File: config.mk
export PLATFORM = sky130hd
export DESIGN_NAME = tristate_bus_arbiter_flat
export DESIGN_NICKNAME = d
export VERILOG_FILES = /design/src/rtl/tristate_bus_arbiter_pkg.sv /design/src/rtl/tristate_bus_arbiter_if.sv /design/src/rtl/tristate_bus_arbiter_rr_pick.sv /design/src/rtl/tristate_bus_arbiter.sv /design/src/flat_wrapper.sv
export SDC_FILE = /design/constraint.sdc
export NUM_CORES = 1
export LEC_CHECK = 0
export CAP_MARGIN = 20
export CORE_MARGIN = 5
export CORE_UTILIZATION = 54
export CTS_CLUSTER_DIAMETER = 60
export DETAILED_ROUTE_END_ITERATION = 16
export DONT_BUFFER_PORTS = 1
export PLACE_DENSITY = 0.73
export SLEW_MARGIN = 20
export SYNTH_ARGS = -nofsm -noshare
export SYNTH_HDL_FRONTEND = slang
export SYNTH_SLANG_ARGS = --single-unit
File: constraint.sdc
create_clock -name clk -period 1.53 [get_ports clk]
set_input_delay 0.306 -clock clk [delete_from_list [all_inputs] [get_ports clk]]
set_output_delay 0.306 -clock clk [all_outputs]
set_load 0.05 [all_outputs]
File: src/rtl/tristate_bus_arbiter_pkg.sv
//------------------------------------------------------------------------------
// tristate_arb_pkg
// Shared types and sizing helpers for the tri-state bus arbiter slice.
//   state_t : arbiter FSM encoding (IDLE / GRANT / TURN)
//   idw()   : index width for an N-entry one-hot vector (minimum 1 bit)
//   cnt_w() : width of a counter that must reach max_val inclusive
// Revision: 1.0 - initial release
//------------------------------------------------------------------------------
`default_nettype none

package tristate_arb_pkg;

    typedef enum logic [1:0] {
        IDLE  = 2'd0,
        GRANT = 2'd1,
        TURN  = 2'd2
    } state_t;

    localparam int DEF_N_REQ      = 4;
    localparam int DEF_MAX_HOLD   = 4;
    localparam int DEF_TURNAROUND = 1;

    function automatic int idw(input int n);
        return (n > 1) ? $clog2(n) : 1;
    endfunction

    // max_val >= 1 always yields at least one bit
    function automatic int cnt_w(input int max_val);
        return $clog2(max_val + 1);
    endfunction

endpackage

`default_nettype wire

File: src/rtl/tristate_bus_arbiter_if.sv
//------------------------------------------------------------------------------
// tristate_bus_arbiter_if
// Request/grant bundle between the arbiter and the bus drivers.
//   req      : per-driver level request (driver -> arbiter)
//   grant    : registered one-hot0 data_en per driver (arbiter -> driver)
//   grant_id : index of current owner, 0 when idle
//   bus_busy : |grant
//   modport master : arbiter side
//   modport slave  : driver/requester side
// Revision: 1.0 - initial release
//------------------------------------------------------------------------------
`default_nettype none

interface tristate_bus_arbiter_if
    import tristate_arb_pkg::*;
#(
    parameter int N_REQ = DEF_N_REQ
) ();

    localparam int IDW = idw(N_REQ);

    logic [N_REQ-1:0] req;
    logic [N_REQ-1:0] grant;
    logic [IDW-1:0]   grant_id;
    logic             bus_busy;

    modport master (
        input  req,
        output grant,
        output grant_id,
        output bus_busy
    );

    modport slave (
        output req,
        input  grant,
        input  grant_id,
        input  bus_busy
    );

endinterface

`default_nettype wire

File: src/rtl/tristate_bus_arbiter_rr_pick.sv
//------------------------------------------------------------------------------
// rr_pick
// Combinational round-robin search: first set bit of req_i scanning upward
// from ptr_i+1 and wrapping modulo N_REQ. The last-served index (ptr_i)
// is scanned last, so it only wins when nobody else asks.
//   req_i   : request vector
//   ptr_i   : index of the most recent owner
//   valid_o : some request is set
//   idx_o   : winning index (0 when valid_o is low)
// Revision: 1.0 - initial release
//------------------------------------------------------------------------------
`default_nettype none

module rr_pick
    import tristate_arb_pkg::*;
#(
    parameter int N_REQ = DEF_N_REQ,
    parameter int IDW   = idw(N_REQ)
) (
    input  wire logic [N_REQ-1:0] req_i,
    input  wire logic [IDW-1:0]   ptr_i,
    output logic                  valid_o,
    output logic [IDW-1:0]        idx_o
);

    // Scan from the farthest candidate to the nearest so the nearest
    // set bit is the last one written and therefore wins.
    always_comb begin
        valid_o = 1'b0;
        idx_o   = '0;
        for (int k = N_REQ; k >= 1; k--) begin
            int             pos;
            logic [IDW-1:0] pos_idx;
            pos = int'(ptr_i) + k;
            if (pos >= N_REQ) begin
                pos = pos - N_REQ;
            end
            pos_idx = IDW'(pos);
            if (req_i[pos_idx]) begin
                valid_o = 1'b1;
                idx_o   = pos_idx;
            end
        end
    end

endmodule

`default_nettype wire

File: src/rtl/tristate_bus_arbiter.sv
//------------------------------------------------------------------------------
// tristate_bus_arbiter
// Round-robin owner selection for a shared tri-state bus. Grants are
// registered one-hot0 and drive each driver's data_en directly. An owner
// is released when it drops its request, or after MAX_HOLD cycles if any
// other driver is waiting. Every release is followed by TURNAROUND
// all-zero cycles so two drivers never overlap on the wire.
//   clk  : clock, all state on rising edge
//   rst  : synchronous active-high reset
//   bus  : master modport (req in; grant, grant_id, bus_busy out)
// Revision: 1.0 - initial release
//------------------------------------------------------------------------------
`default_nettype none

module tristate_bus_arbiter
    import tristate_arb_pkg::*;
#(
    parameter int N_REQ      = DEF_N_REQ,
    parameter int MAX_HOLD   = DEF_MAX_HOLD,
    parameter int TURNAROUND = DEF_TURNAROUND
) (
    input  wire logic              clk,
    input  wire logic              rst,
    tristate_bus_arbiter_if.master bus
);

    localparam int IDW = idw(N_REQ);
    localparam int HW  = cnt_w(MAX_HOLD);
    localparam int TW  = cnt_w(TURNAROUND);

    localparam logic [HW-1:0]  C_MAX_HOLD = HW'(MAX_HOLD);
    localparam logic [TW-1:0]  C_TURN     = TW'(TURNAROUND);
    localparam logic [IDW-1:0] C_PTR_RST  = IDW'(N_REQ - 1);

    state_t           state_q, state_d;
    logic [N_REQ-1:0] grant_q, grant_d;
    logic [IDW-1:0]   id_q, id_d;
    logic             busy_q, busy_d;
    logic [HW-1:0]    hold_q, hold_d;
    logic [TW-1:0]    turn_q, turn_d;
    logic [IDW-1:0]   ptr_q, ptr_d;

    logic             pick_valid;
    logic [IDW-1:0]   pick_idx;
    logic             release_now;
    logic             turn_last;

    rr_pick #(
        .N_REQ (N_REQ),
        .IDW   (IDW)
    ) u_rr_pick (
        .req_i   (bus.req),
        .ptr_i   (ptr_q),
        .valid_o (pick_valid),
        .idx_o   (pick_idx)
    );

    // Requests from anyone other than the owner force release once the
    // hold limit is reached; a lone owner keeps the bus indefinitely.
    assign release_now = !bus.req[id_q] ||
                         ((hold_q == C_MAX_HOLD) && (|(bus.req & ~grant_q)));
    assign turn_last   = (turn_q == C_TURN);

    // State and output registers
    always_ff @(posedge clk) begin
        if (rst) begin
            state_q <= IDLE;
            grant_q <= '0;
            id_q    <= '0;
            busy_q  <= 1'b0;
            hold_q  <= '0;
            turn_q  <= '0;
            ptr_q   <= C_PTR_RST;
        end else begin
            state_q <= state_d;
            grant_q <= grant_d;
            id_q    <= id_d;
            busy_q  <= busy_d;
            hold_q  <= hold_d;
            turn_q  <= turn_d;
            ptr_q   <= ptr_d;
        end
    end

    // Next-state logic
    always_comb begin
        state_d = state_q;
        case (state_q)
            IDLE: begin
                if (pick_valid) begin
                    state_d = GRANT;
                end
            end
            GRANT: begin
                if (release_now) begin
                    state_d = TURN;
                end
            end
            TURN: begin
                if (turn_last) begin
                    state_d = pick_valid ? GRANT : IDLE;
                end
            end
            default: state_d = IDLE;
        endcase
    end

    // Output / counter next values
    always_comb begin
        grant_d = grant_q;
        id_d    = id_q;
        hold_d  = hold_q;
        turn_d  = turn_q;
        ptr_d   = ptr_q;
        case (state_q)
            IDLE: begin
                if (pick_valid) begin
                    grant_d           = '0;
                    grant_d[pick_idx] = 1'b1;
                    id_d              = pick_idx;
                    ptr_d             = pick_idx;
                    hold_d            = HW'(1);
                end
            end
            GRANT: begin
                if (release_now) begin
                    grant_d = '0;
                    id_d    = '0;
                    turn_d  = TW'(1);
                end else if (hold_q != C_MAX_HOLD) begin
                    hold_d = hold_q + HW'(1);
                end
            end
            TURN: begin
                if (!turn_last) begin
                    turn_d = turn_q + TW'(1);
                end else if (pick_valid) begin
                    grant_d           = '0;
                    grant_d[pick_idx] = 1'b1;
                    id_d              = pick_idx;
                    ptr_d             = pick_idx;
                    hold_d            = HW'(1);
                end
            end
            default: begin
                grant_d = '0;
                id_d    = '0;
            end
        endcase
        busy_d = |grant_d;
    end

    assign bus.grant    = grant_q;
    assign bus.grant_id = id_q;
    assign bus.bus_busy = busy_q;

endmodule

`default_nettype wire
File: src/flat_wrapper.sv
// flat-port wrapper written by rule: the top's interface ports become plain ports
module tristate_bus_arbiter_flat import tristate_arb_pkg::*;
#(
    parameter int N_REQ      = DEF_N_REQ,
    parameter int MAX_HOLD   = DEF_MAX_HOLD,
    parameter int TURNAROUND = DEF_TURNAROUND
)
  (clk, rst, bus_req, bus_grant, bus_grant_id, bus_bus_busy);
  tristate_bus_arbiter_if #(.N_REQ(N_REQ)) bus_i ();
  input  wire logic clk;
  input  wire logic rst;
  input wire logic [$bits(bus_i.req)-1:0] bus_req;
  output wire logic [$bits(bus_i.grant)-1:0] bus_grant;
  output wire logic [$bits(bus_i.grant_id)-1:0] bus_grant_id;
  output wire logic [$bits(bus_i.bus_busy)-1:0] bus_bus_busy;
  assign bus_i.req = bus_req;
  assign bus_grant = bus_i.grant;
  assign bus_grant_id = bus_i.grant_id;
  assign bus_bus_busy = bus_i.bus_busy;
  tristate_bus_arbiter #(.N_REQ(N_REQ), .MAX_HOLD(MAX_HOLD), .TURNAROUND(TURNAROUND)) u_core (.clk(clk), .rst(rst), .bus(bus_i));
endmodule
==> results of run 1 <==
## per-stage QoR
stage               hold WS, ns  power, mW  worst slack (ns)  area [um2]
finish                  0.07179      1.451          -0.04894        1137
global route            0.05838      1.545           -0.1124        1137
CTS                     0.07294      1.422          -0.05337        1109
detailed placement       0.3777      1.181          -0.05617        1067
global placement         0.3752      1.165          -0.02803        1067
floorplan                0.4507     0.9704          -0.09164       913.4
## worst register-to-register path, cell delays in order (launching register included)
cell and delay (ns):
dfxtp_4 0.36, mux4_2 0.56, nand2_4 0.12, o22ai_2 0.12, nor2b_4 0.17, a21o_1 0.16
## sequential cells by signal, indices dropped and copies added, names as in the netlist
signal and count:
u_core.bus.grant_id 2, u_core.state_q 2, u_core.ptr_q 2, u_core.hold_q 3, u_core.turn_last 1, u_core.bus.bus_busy 1, u_core.bus.grant 4
## power groups by stage
| stage | sequential (mW) | combinational (mW) | clock [mW] |
|---|---|---|---|
| global placement | 0.552 | 0.613 | 0 |
| finish | 0.548 | 0.670 | 0.233 |
| global route | 0.558 | 0.729 | 0.259 |
| CTS | 0.544 | 0.644 | 0.234 |
| floorplan | 0.637 | 0.334 | 0 |
| detailed placement | 0.553 | 0.627 | 0 |
## cells by family (layout without fill, tap and decap cells)
logic type                 Yosys count  in the layout  synth area share [%]
AOI/OAI and AO/OA                   30             30                 28.18
adders and majority gates            2              2                 2.762
buffers and inverters               10             31                 5.110
DFF                                 15             15                 33.15
muxes                                2              2                 3.591
and+or+nand+nor                     44             44                 27.21
## timing repair
item                                   in CTS  in global routing
endpoints found under the hold margin       0                  0
setup endpoints to repair                   4                 11
pin swaps                                   5                  4
setup buffers                               0                  0
gates resized for setup                     4                  6
## worst max-delay path by stage
stage	start	to	slack, ns	cells after the start
2_1_floorplan	u_core.bus.grant_id[0]	u_core.bus.bus_busy	-0.09	5
3_3_place_gp	u_core.bus.grant_id[0]	u_core.bus.grant[1]	-0.03	5
3_5_place_dp	u_core.bus.grant_id[0]	u_core.bus.grant[1]	-0.06	5
4_1_cts	u_core.bus.grant_id[0]	u_core.bus.bus_busy	-0.05	5
5_1_grt	u_core.bus.grant_id[0]	u_core.hold_q[1]	-0.11	5
6_report	u_core.bus.grant_id[0]	u_core.bus.grant[1]	-0.05	5
## per-layer routing
| metal | vias to the layer above | track usage (%) | wire length (um) |
|---|---|---|---|
| li1 | 411 | - | - |
| met2 | 17 | 30.79 | 1021 |
| met5 | - | 0 | 0 |
| met3 | 2 | 4.070 | 89 |
| met4 | 0 | 3.830 | 15 |
| met1 | 401 | 23.94 | 984 |
## synth_stat cells (all sizes together), types with 2 or more instances
| cell | count | share of area (%) |
|---|---|---|
| nand2 | 7 | 3.2 |
| a21oi | 7 | 3.9 |
| nor2b | 4 | 2.8 |
| clkbuf | 2 | 0.83 |
| or2b | 5 | 4.1 |
| nor2 | 13 | 5.7 |
| and2 | 2 | 1.4 |
| nand2b | 2 | 1.4 |
| o21ai | 3 | 2.1 |
| and3b | 2 | 1.9 |
| ha | 2 | 2.8 |
| buf | 2 | 1.8 |
| a22oi | 2 | 1.7 |
| a21o | 4 | 3.3 |
| dfxtp | 15 | 33 |
| inv | 6 | 2.5 |
| a2111oi | 2 | 2.6 |
| o22ai | 2 | 2.1 |
| a211o | 3 | 2.9 |
| nor3 | 3 | 1.7 |
| nor4 | 2 | 2.1 |
## final cells by class
| cell class | count | area share, % |
|---|---|---|
| Multi-Input combinational cell | 78 | 53.25 |
| Sequential cell | 15 | 26.84 |
| Inverter | 6 | 1.980 |
| Clock buffer | 4 | 2.310 |
| Timing Repair Buffer | 21 | 13.86 |
| Tap cell | 16 | 1.760 |
## placed cells by master, fill, tap and decap left out, types with 2 or more instances in the layout
cell type   n
or2b_1      5
nand2b_1    2
a22oi_1     2
nor3_1      2
buf_4      21
o21ai_0     2
and3b_1     2
clkbuf_4    3
dfxtp_1    13
and2_1      2
nor2b_1     2
a21o_1      4
a211o_1     3
a21oi_1     6
nor2_1     12
nand2_1     6
ha_1        2
inv_1       6
==> flow_summary.yaml, run 1 <==
status:
  status: "finished, violations left"
  failed_checks: "setup timing"
yosys:
  synthArstFlopShare_pct: 0
  ys_ff_latch: 15
  synth_edf_count: 0
  syn_area_um2: 905.9
  syn_avg_cell_area_um2: 8.795
  syn_inst: 103
  ys.flop_type: "dfxtp_1"
  yosysWarnings: 0
  synth_cell_types: 42
  yosysSeqAreaShare_pct: 33.15
  syn_nets: 111
worst_setup_path:
  cp_data_arrival_time_ns: 1.77
  path_buf_inv: 0
  cp_slowest_cell: "mux4_2"
  r2r_end: "u_core.bus.grant[1]"
  critical-path-max-stage-delay_ns: 0.56
  cp.required_ns: 1.72
  ff2ff_setup_slack_ns: -0.05
  start_kind: "flip-flop"
  timing.rr.start: "u_core.bus.grant_id[0]"
  path_class: "flip-flop to flip-flop"
  critical_path.cell_chain: "mux4_2 -> nand2_4 -> o22ai_2 -> nor2b_4 -> a21o_1"
  crit_fanout: 4
  end_kind: "flip-flop"
  path_delay_family: "multiplexers"
  rr_worst_depth: 5
power_and_ir_drop:
  comb_power_share_pct: 46.1
  powerDensity_nw_per_um2: 1276
  p_clk_share_pct: 16.1
  leakage_nw: 0.5155
  ir_drop_mv: 0.8539
  p_sw_mw: 0.5766
  swShare_pct: 39.74
  seq_power_share_pct: 37.8
  intPower_mw: 0.8744
floorplan:
  coreArea_um2: 1541
  die_w_um: 50.96
  initial_core_util_pct: 58.77
  row_count: 14
  die_area_um2: 2596
  die_y_um: 50.96
  io_pins: 13
placement:
  io_buffers: 0
  detailed_place_hpwl_mm: 1.656
  gp_congestion: 0.8144
  dp.cells: 136
sta:
  setup_ws_ns: -0.04894
  hold_viol: 0
  fmax_mhz: 633.3
  rsz0062_at_grt: "true"
  worst_pin_slew_ns: 0.4701
  setup_viol: 5
  finalMaxSlewViolations: 0
  period_needed_ns: 1.579
  setup_tns_ns: -0.1452
  slew_headroom_pct: 68.62
  period_share_pct: 103.2
  skew_ns: 0.004420
hold_path:
  worstHoldPathCells: 1
  min_from: "rst"
  holdPathEnd: "u_core.bus.grant_id[1]"
  hp-class: "primary input to flip-flop"
drt:
  wl_mm: 2.111
  wl_per_cell_um: 15.08
  vias: 831
  viasPerCell: 5.936
  ant_nets: 0
  drc_errors: 0
  drtIter0Drc: 17
  dr.pass1.iters: 4
clock_network:
  clk-insertion-delay-late_ns: 0.29
  clk_pin_slew_ns: 0.09
  cts_max_level: 1
  cts_tree: "yes"
  cts_buffer_depth: 2
  cts_buffers: 3
  cts_root_buffer: "clkbuf_4"
  hold_buffers: 0
  cts_sinks: 15
layout:
  seqCellArea_um2: 305.3
  fill_cells: 120
  final_nets: 133
  multi_input_area_um2: 605.6
  final_core_utilization_pct: 73.78
  layout.cells.non_filler: 140
  drive_gt1_share_pct: 34.68
  area_growth_pct: 25.55
  antennaDiodeCount: 0
grt:
  grt_pass1_wl_mm: 3.815
  grt_pass1_vias: 842
  grt_usage_pct: 18.33
  grt_max_degree: 18
  antenna_found_initial: 0
  grt_overflow: 0
job:
  cap_violations: 0
Note: power is estimated with default switching activity, not from simulation.
==> run 2: changes to the inputs <==
CORE_MARGIN = 8   (was 5)
==> run 2 against run 1 <==
  * The flow still finishes with violations (setup timing)
  * Global-route usage fell by 4.3 points
  * Final cell count decreased by 2.1%
  * Via count grew 3.4%
  * Die area is 25% higher
==> flow_summary.yaml, run 2 (synthesized netlist as in run 1, its figures left out) <==
layout:
  antennaDiodeCount: 0
  mostFrequentLayoutCells: "buf_4 (18), nor2_1 (12), dfxtp_1 (11), a21oi_1 (7), inv_1 (6)"
  fill_cells: 132
  final_common_cell: "buf_4"
  multi_input_area_um2: 588.1
  seqCellArea_um2: 307.8
  final_nets: 130
  area_growth_pct: 21.41
  largest_register_ffs: 4
  drive_gt1_share_pct: 34.71
sta:
  skew_ns: 0.002895
  finalMaxSlewViolations: 0
  hold_viol: 0
  setup_ws_ns: -0.02421
  slew_headroom_pct: 67.64
  period_share_pct: 101.6
  setup_viol: 2
  rsz0062_at_grt: "true"
  worst_pin_slew_ns: 0.4847
  period_needed_ns: 1.554
  fmax_mhz: 643.4
floorplan:
  die_w_um: 56.96
  initial_core_util_pct: 58.77
  die_area_um2: 3244
  die_y_um: 56.96
  row_count: 14
  io_pins: 13
  coreArea_um2: 1541
job:
  cap_violations: 0
grt:
  grt_max_degree: 18
  grt_usage_pct: 13.98
  antenna_found_initial: 0
  grt_pass1_vias: 835
  grt_overflow: 0
  grt_pass1_wl_mm: 3.753
drt:
  drtIter0Drc: 27
  wl_mm: 2.140
  vias: 859
  dr.pass1.iters: 4
  viasPerCell: 6.270
  wl_per_cell_um: 15.62
  drc_errors: 0
  ant_nets: 0
status:
  status: "finished, violations left"
  failed_checks: "setup timing"
power_and_ir_drop:
  swShare_pct: 39.89
  comb_power_share_pct: 43.7
  intPower_mw: 0.8469
  seq_power_share_pct: 39.3
  powerDensity_nw_per_um2: 1281
  leakage_nw: 0.4889
  p_sw_mw: 0.5620
  ir_drop_mv: 0.9681
  power.total_mw: 1.409
  p_clk_share_pct: 17.0
worst_setup_path:
  cp_slowest_cell: "mux4_2"
  critical-path-max-stage-delay_ns: 0.52
  path_class: "flip-flop to flip-flop"
  start_kind: "flip-flop"
  ff2ff_setup_slack_ns: -0.02
  critical_path.cell_chain: "mux4_2 -> nand2_2 -> nor2_2 -> a211o_1 -> a21o_1"
  end_kind: "flip-flop"
  cp_data_arrival_time_ns: 1.75
  cp.required_ns: 1.73
  crit_fanout: 3
clock_network:
  cts_buffers: 3
  cts_root_buffer: "clkbuf_4"
  cts_tree: "yes"
  cts_max_level: 1
  cts_buffer_depth: 2
  clk_pin_slew_ns: 0.09
  clk-insertion-delay-late_ns: 0.29
  cts_sinks: 15
placement:
  dp_slack_ns: -0.01303
  detailed_place_hpwl_mm: 1.651
  io_buffers: 0
  gp_congestion: 0.8641
hold_path:
  hp-class: "primary input to flip-flop"
==> run 2: cell count changes in the layout (fill, tap and decap cells not counted), moves of 2 or more <==
cell,before,now
dfxtp_2,1,3
dfxtp_1,13,11
buf_4,21,18
nand2_2,0,2
==> run 2: final cells by class <==
cell class	count	area share, %
multi-input combinational	78	53.47
sequential	15	27.99
timing repair buffer	18	12.29
clock buffer	4	2.389
inverter	6	2.048
tap	16	1.820
==> run 2: metal layers <==
metal | routed length, um | global-route usage (%)
met1 | 907 | 16.26
met2 | 1006 | 22.33
met3 | 173 | 3.097
met4 | 53 | 9.396
met5 | 0 | 0
==> run 2: power by group through the flow <==
stage	combinational, mW	sequential [mW]	clock [mW]
6_report	0.616	0.554	0.239
5_1_grt	0.677	0.566	0.254
4_1_cts	0.599	0.549	0.247
3_5_place_dp	0.590	0.558	0
3_3_place_gp	0.577	0.555	0
2_1_floorplan	0.334	0.637	0
==> run 2: per-stage QoR <==
| step | TNS (ns) | util (%) | std cells | cell area, um2 | hold WS [ns] |
|---|---|---|---|---|---|
| global route | -0.2979 | 71.35 | 137 | 1100 | 0.05774 |
| global placement | 0 | 67.78 | 133 | 1045 | 0.3747 |
| floorplan | -0.2680 | - | 103 | 913.4 | 0.4507 |
| finish | -0.02841 | 71.35 | 137 | 1100 | 0.06332 |
| detailed placement | -0.02352 | 67.78 | 133 | 1045 | 0.3779 |
| CTS | -0.02470 | 69.97 | 137 | 1079 | 0.05741 |
==> run 2: worst paths after layout <==
kind                          startpoint                     end  cells past startpoint
hold reg to reg         u_core.hold_q[2]        u_core.hold_q[2]                      2
setup / recovery  u_core.bus.grant_id[0]     u_core.bus.bus_busy                      5
setup reg to reg  u_core.bus.grant_id[0]     u_core.bus.bus_busy                      5
hold / removal                       rst  u_core.bus.grant_id[1]                      1
==> run 2: worst max-delay path, delay by kind of cell (launching register included) <==
family,cells,cell delay (ns)
mux,1,0.52
simple gates,2,0.17
compound gates,2,0.41
flops,1,0.36
==> run 2: timing repair <==
| item | 4_1_cts | 5_1_grt |
|---|---|---|
| hold buffers | 0 | 0 |
| setup endpoints to repair | 4 | 6 |
| pin swaps | 0 | 3 |
| gates cloned | 0 | 0 |
| gates resized for setup | 2 | 7 |
| setup buffers | 0 | 0 |
==> edit 1 (settings of run 2) <==
Reset style: asynchronous (`rst`), changed in one clocked block. Comments in the files are not updated.
--- a/src/rtl/tristate_bus_arbiter.sv
+++ b/src/rtl/tristate_bus_arbiter.sv
@@ -64,3 +64,3 @@
     // State and output registers
-    always_ff @(posedge clk) begin
+    always_ff @(posedge clk or posedge rst) begin
         if (rst) begin
Check against the original RTL: differs if rst is asserted again (counterexample within 4 cycles, from zero or initial values and one cycle with rst high); with rst held inactive, the same outputs for 10 cycles.
==> edit 1 against run 2 <==
Design area shrank 3.5%. Sequential cell count did not move. Critical path depth increased by 2. Fmax is 2.3% higher. Clock skew rose by 0.0051 ns. Count of clock-buffer cells in the layout unchanged. Synthesized area fell by 10%. Die area down 7.6%. Setup slack improved by 0.035 ns. Routed wire length shrank 11%. Final cell count is 14% lower. Critical endpoint is now u_core.hold_q[2]. Highest routed layer unchanged.
Power is not compared: it rests on default switching activity, and its combinational part moved more than twofold at a synthesized area within 25%.
==> edit 1: results (changes against run 2) <==
.. list-table::
   :header-rows: 1

   * - Metric
     - Value
   * - Die ar.
     - 2998 um2 (was 3244 um2)
   * - Vias per Instance
     - 6.102 (was 6.270)
   * - Maximum fanout encountered on the critical timing path
     - 4 (was 3)
   * - Worst reg2reg path depth
     - 7 (was 5)
   * - Reg2reg end
     - u_core.hold_q[2] (was u_core.bus.bus_busy)
   * - Hold path endpoint
     - u_core.bus.bus_busy (was u_core.bus.grant_id[1])
   * - Detailed placer's ending HPWL
     - 1.428 mm (was 1.651 mm)
   * - Library cells used by synthesis
     - 32 (was 42)
   * - Non-Clock Inverter Count
     - 5 (was 6)
   * - Multi-input combinational gate total
     - 62 (was 78)
   * - Clock network area share
     - 0.02476 (was 0.02389)
   * - Largest net degree at the start of global routing
     - 16 (was 18)
   * - Non-clk buf share
     - 0.1191 (was 0.1229)
   * - Cell with the biggest individual delay on the critical path
     - sky130_fd_sc_hd__or4_1 (was sky130_fd_sc_hd__mux4_2)
   * - Post-Syn Nets
     - 90 (was 111)
   * - Largest delay contributor family on the critical path
     - simple AND/OR/NAND/NOR gates (was multiplexers)
   * - Post-route worst hold slack
     - 0.3503 ns (was 0.06332 ns)
   * - Number of DRC violations after detailed-routing iteration 0
     - 14 (was 27)
   * - Crit path launch
     - u_core.hold_q[0] (was u_core.bus.grant_id[0])
   * - Complex-gate fraction of the synthesized area
     - 0.2284 (was 0.2818)
   * - Top post-synthesis cells by area
     - sky130_fd_sc_hd__dfrtp_1, sky130_fd_sc_hd__nand2b_1, sky130_fd_sc_hd__dfstp_2 (was sky130_fd_sc_hd__dfxtp_1, sky130_fd_sc_hd__nor2_1, sky130_fd_sc_hd__or2b_1)
   * - Flip-flop and latch share of the layout cell area
     - 0.3632 (was 0.2799)
   * - Final nets
     - 111 (was 130)
   * - Max Clock Skew
     - 0.007954 ns (was 0.002895 ns)
   * - Growth of design area from synthesis to finish
     - 30.86% (was 21.41%)
   * - Largest stage delay, worst path
     - 0.42 ns (was 0.52 ns)
   * - Fraction of synthesis flops using an asynchronous set or reset pin
     - 1.000 (was 0)
   * - Pin slew with the least headroom to its limit
     - 0.6292 ns (was 0.4847 ns)
   * - Outcome
     - finished clean (was finished, violations left)
   * - Cells on Worst Hold Path
     - 4 (was 1)
   * - Via count of the first global-routing pass
     - 711 (was 835)
   * - Weighted congestion at the end of routability-driven global placement
     - 0.8586 (was 0.8641)
   * - Capture point of the worst path
     - u_core.hold_q[2] (was u_core.bus.bus_busy)
   * - Share of synthesized area spent on multiplexers
     - 0.04012 (was 0.03591)
   * - Commonest cells post-synth
     - sky130_fd_sc_hd__dfrtp_1, sky130_fd_sc_hd__nand2_1, sky130_fd_sc_hd__nand2b_1 (was sky130_fd_sc_hd__dfxtp_1, sky130_fd_sc_hd__nor2_1, sky130_fd_sc_hd__a21oi_1)
   * - Multi-input logic portion of the cell area
     - 0.4564 (was 0.5347)
   * - Final wirelength
     - 1.913 mm (was 2.140 mm)
## edit 1: tightest hold or removal path, cell delays in order
cell and delay [ns]:
sky130_fd_sc_hd__nor2_1 0.02, sky130_fd_sc_hd__nand2_1 0.07, sky130_fd_sc_hd__nand2_1 0.12, sky130_fd_sc_hd__nand2_1 0.09
## edit 1: what timing repair did
item,CTS,global route
endpoints found under the setup margin,7,10
setup buffers,1,1
gates resized for setup,4,7
endpoints found under the hold margin,13,0
pin swaps,1,2
hold buffers,1,0
## edit 1: per-layer routing
| layer | part of all wire | track usage |
|---|---|---|
| met5 | 0 | 0 |
| met3 | 0.12 | 0.06250 |
| met4 | 0.0099 | 0.05328 |
| met2 | 0.44 | 0.2057 |
| met1 | 0.43 | 0.1734 |
## edit 1: stage by stage
stage | setup TNS, ns | cells
after floorplan | -0.6574 | 82
after global placement | -0.008849 | 111
after detailed placement | -0.1232 | 111
after CTS | 0 | 117
after global routing | -0.3345 | 118
final | 0 | 118
==> edit 2 (flow settings as in run 2) <==
Without the edit above. `DEF_MAX_HOLD`: 4 -> 5.
--- a/src/rtl/tristate_bus_arbiter_pkg.sv
+++ b/src/rtl/tristate_bus_arbiter_pkg.sv
@@ -19,3 +19,3 @@
     localparam int DEF_N_REQ      = 4;
-    localparam int DEF_MAX_HOLD   = 4;
+    localparam int DEF_MAX_HOLD   = 5;
     localparam int DEF_TURNAROUND = 1;
Behaviour: not the same (a bounded check fails within 10 cycles, from zero or initial values and one cycle with rst high).
==> edit 2 against run 2 <==
The flow still finishes with violations (negative setup slack). Largest power group unchanged. Routed wire length rose by 3.6%. Synthesized area shrank 5.7%. Core utilization is 0.42 points higher. Total power is 0.34% lower. First-iteration DRC count is 41% lower. Synthesized cell count increased by 0.97%. Design area is 2.8% lower. Setup slack got worse by 0.028 ns. Sequential cell count stayed put. Largest cell class unchanged. Hold slack gained 0.0084 ns.
==> edit 2: results (changes against run 2) <==
.. list-table::
   :header-rows: 1

   * - Metric
     - Value
   * - Final wirelength
     - 2.216 mm (was 2.140 mm)
   * - Via count of the first global-routing pass
     - 757 (was 835)
   * - Finish-stage setup viols
     - 4 (was 2)
   * - Sort of element at the start of the critical path
     - flip-flop (unchanged)
   * - Weighted congestion at the end of routability-driven global placement
     - 0.7785 (was 0.8641)
   * - Largest net degree at the start of global routing
     - 18 (unchanged)
   * - Worst-case setup slack after placement
     - -0.1113 ns (was -0.01303 ns)
   * - Complex-gate fraction of the synthesized area
     - 0.2445 (was 0.2818)
   * - Commonest cells post-synth
     - sky130_fd_sc_hd__dfxtp_1, sky130_fd_sc_hd__nor2_1, sky130_fd_sc_hd__a21oi_1, sky130_fd_sc_hd__nand2_1, sky130_fd_sc_hd__nand2b_1 (was sky130_fd_sc_hd__dfxtp_1, sky130_fd_sc_hd__nor2_1, sky130_fd_sc_hd__a21oi_1)
   * - GRT Overall Usage
     - 0.1274 (was 0.1398)
   * - Final nets
     - 128 (was 130)
   * - Outcome
     - finished, violations left (unchanged)
   * - Maximum fanout encountered on the critical timing path
     - 3 (unchanged)
   * - Number of buffers inserted to repair setup after CTS
     - 0 (unchanged)
   * - Largest delay contributor family on the critical path
     - multiplexers (unchanged)
   * - Worst reg2reg startpoint
     - u_core.bus.grant_id[1] (was u_core.bus.grant_id[0])
   * - Final TNS setup
     - -0.08527 ns (was -0.02841 ns)
   * - Violated checks
     - negative setup slack (unchanged)
   * - Post-Syn Nets
     - 112 (was 111)
   * - Detailed-routing iteration count for the pre-antenna-repair pass
     - 4 (unchanged)
   * - Detailed placer's ending HPWL
     - 1.526 mm (was 1.651 mm)
   * - Final setup slack of the worst path
     - -0.05245 ns (was -0.02421 ns)
   * - Post-Place Cell Area
     - 965.9 um2 (was 1045 um2)
   * - Layout cell share with drive strength beyond 1
     - 0.3109 (was 0.3471)
   * - Synth Area in Adders
     - 0.02928 (was 0.02762)
   * - Normalized max-slew margin
     - 0.6787 (was 0.6764)
   * - Cell leakage power
     - 0.4728 nW (was 0.4889 nW)
   * - Maximum resistive drop on vdd
     - 824.0 uV (was 968.1 uV)
   * - Number of DRC violations after detailed-routing iteration 0
     - 16 (was 27)
   * - Endpoint arrival time on the critical path
     - 1.77 ns (was 1.75 ns)
   * - Portion of the post-synthesis area used by sequential elements
     - 0.3514 (was 0.3315)
   * - Share of synthesized area spent on multiplexers
     - 0.03807 (was 0.03591)
   * - Vias per Instance
     - 6.178 (was 6.270)
   * - Top post-synthesis cells by area
     - sky130_fd_sc_hd__dfxtp_1, sky130_fd_sc_hd__nor2_1, sky130_fd_sc_hd__nand2b_1 (was sky130_fd_sc_hd__dfxtp_1, sky130_fd_sc_hd__nor2_1, sky130_fd_sc_hd__or2b_1)
   * - Largest stage delay, worst path
     - 0.55 ns (was 0.52 ns)
   * - Total of cells resized after clock tree synthesis
     - 3 (was 2)
   * - First-pass GRT wire length
     - 3.332 mm (was 3.753 mm)
   * - Max Clock Skew
     - 0.002616 ns (was 0.002895 ns)
edit 2: final cells by class:
| type | count | area, um2 |
|---|---|---|
| fill | 108 | 420.4 |
| timing repair buffer | 15 | 112.6 |
| sequential | 15 | 307.8 |
| inverter | 6 | 22.52 |
| tap | 16 | 20.02 |
| clock buffer | 4 | 26.28 |
| multi-input combinational | 79 | 579.3 |
edit 2: power by group:
part           switching [mW]  leakage [nW]  internal (mW)
combinational           0.352         0.332          0.274
sequential             0.0851         0.125          0.464
clock                   0.127        0.0150          0.101
edit 2: metrics by stage:
stage          cells    util  hold slack, ns
6_report         135  0.7176         0.07174
5_1_grt          135  0.7176         0.06831
4_1_cts          134  0.6765         0.06897
3_5_place_dp     130  0.6487          0.3730
3_3_place_gp     130  0.6487          0.3735
2_1_floorplan    104       -          0.4374
edit 2: metal layers:
metal / track usage / up-vias / wire length, um
li1: - / 407 / -
met1: 0.1345 / 407 / 952
met2: 0.2244 / 18 / 1092
met3: 0.04795 / 2 / 151
met4: 0.04225 / 0 / 19
met5: 0 / - / 0
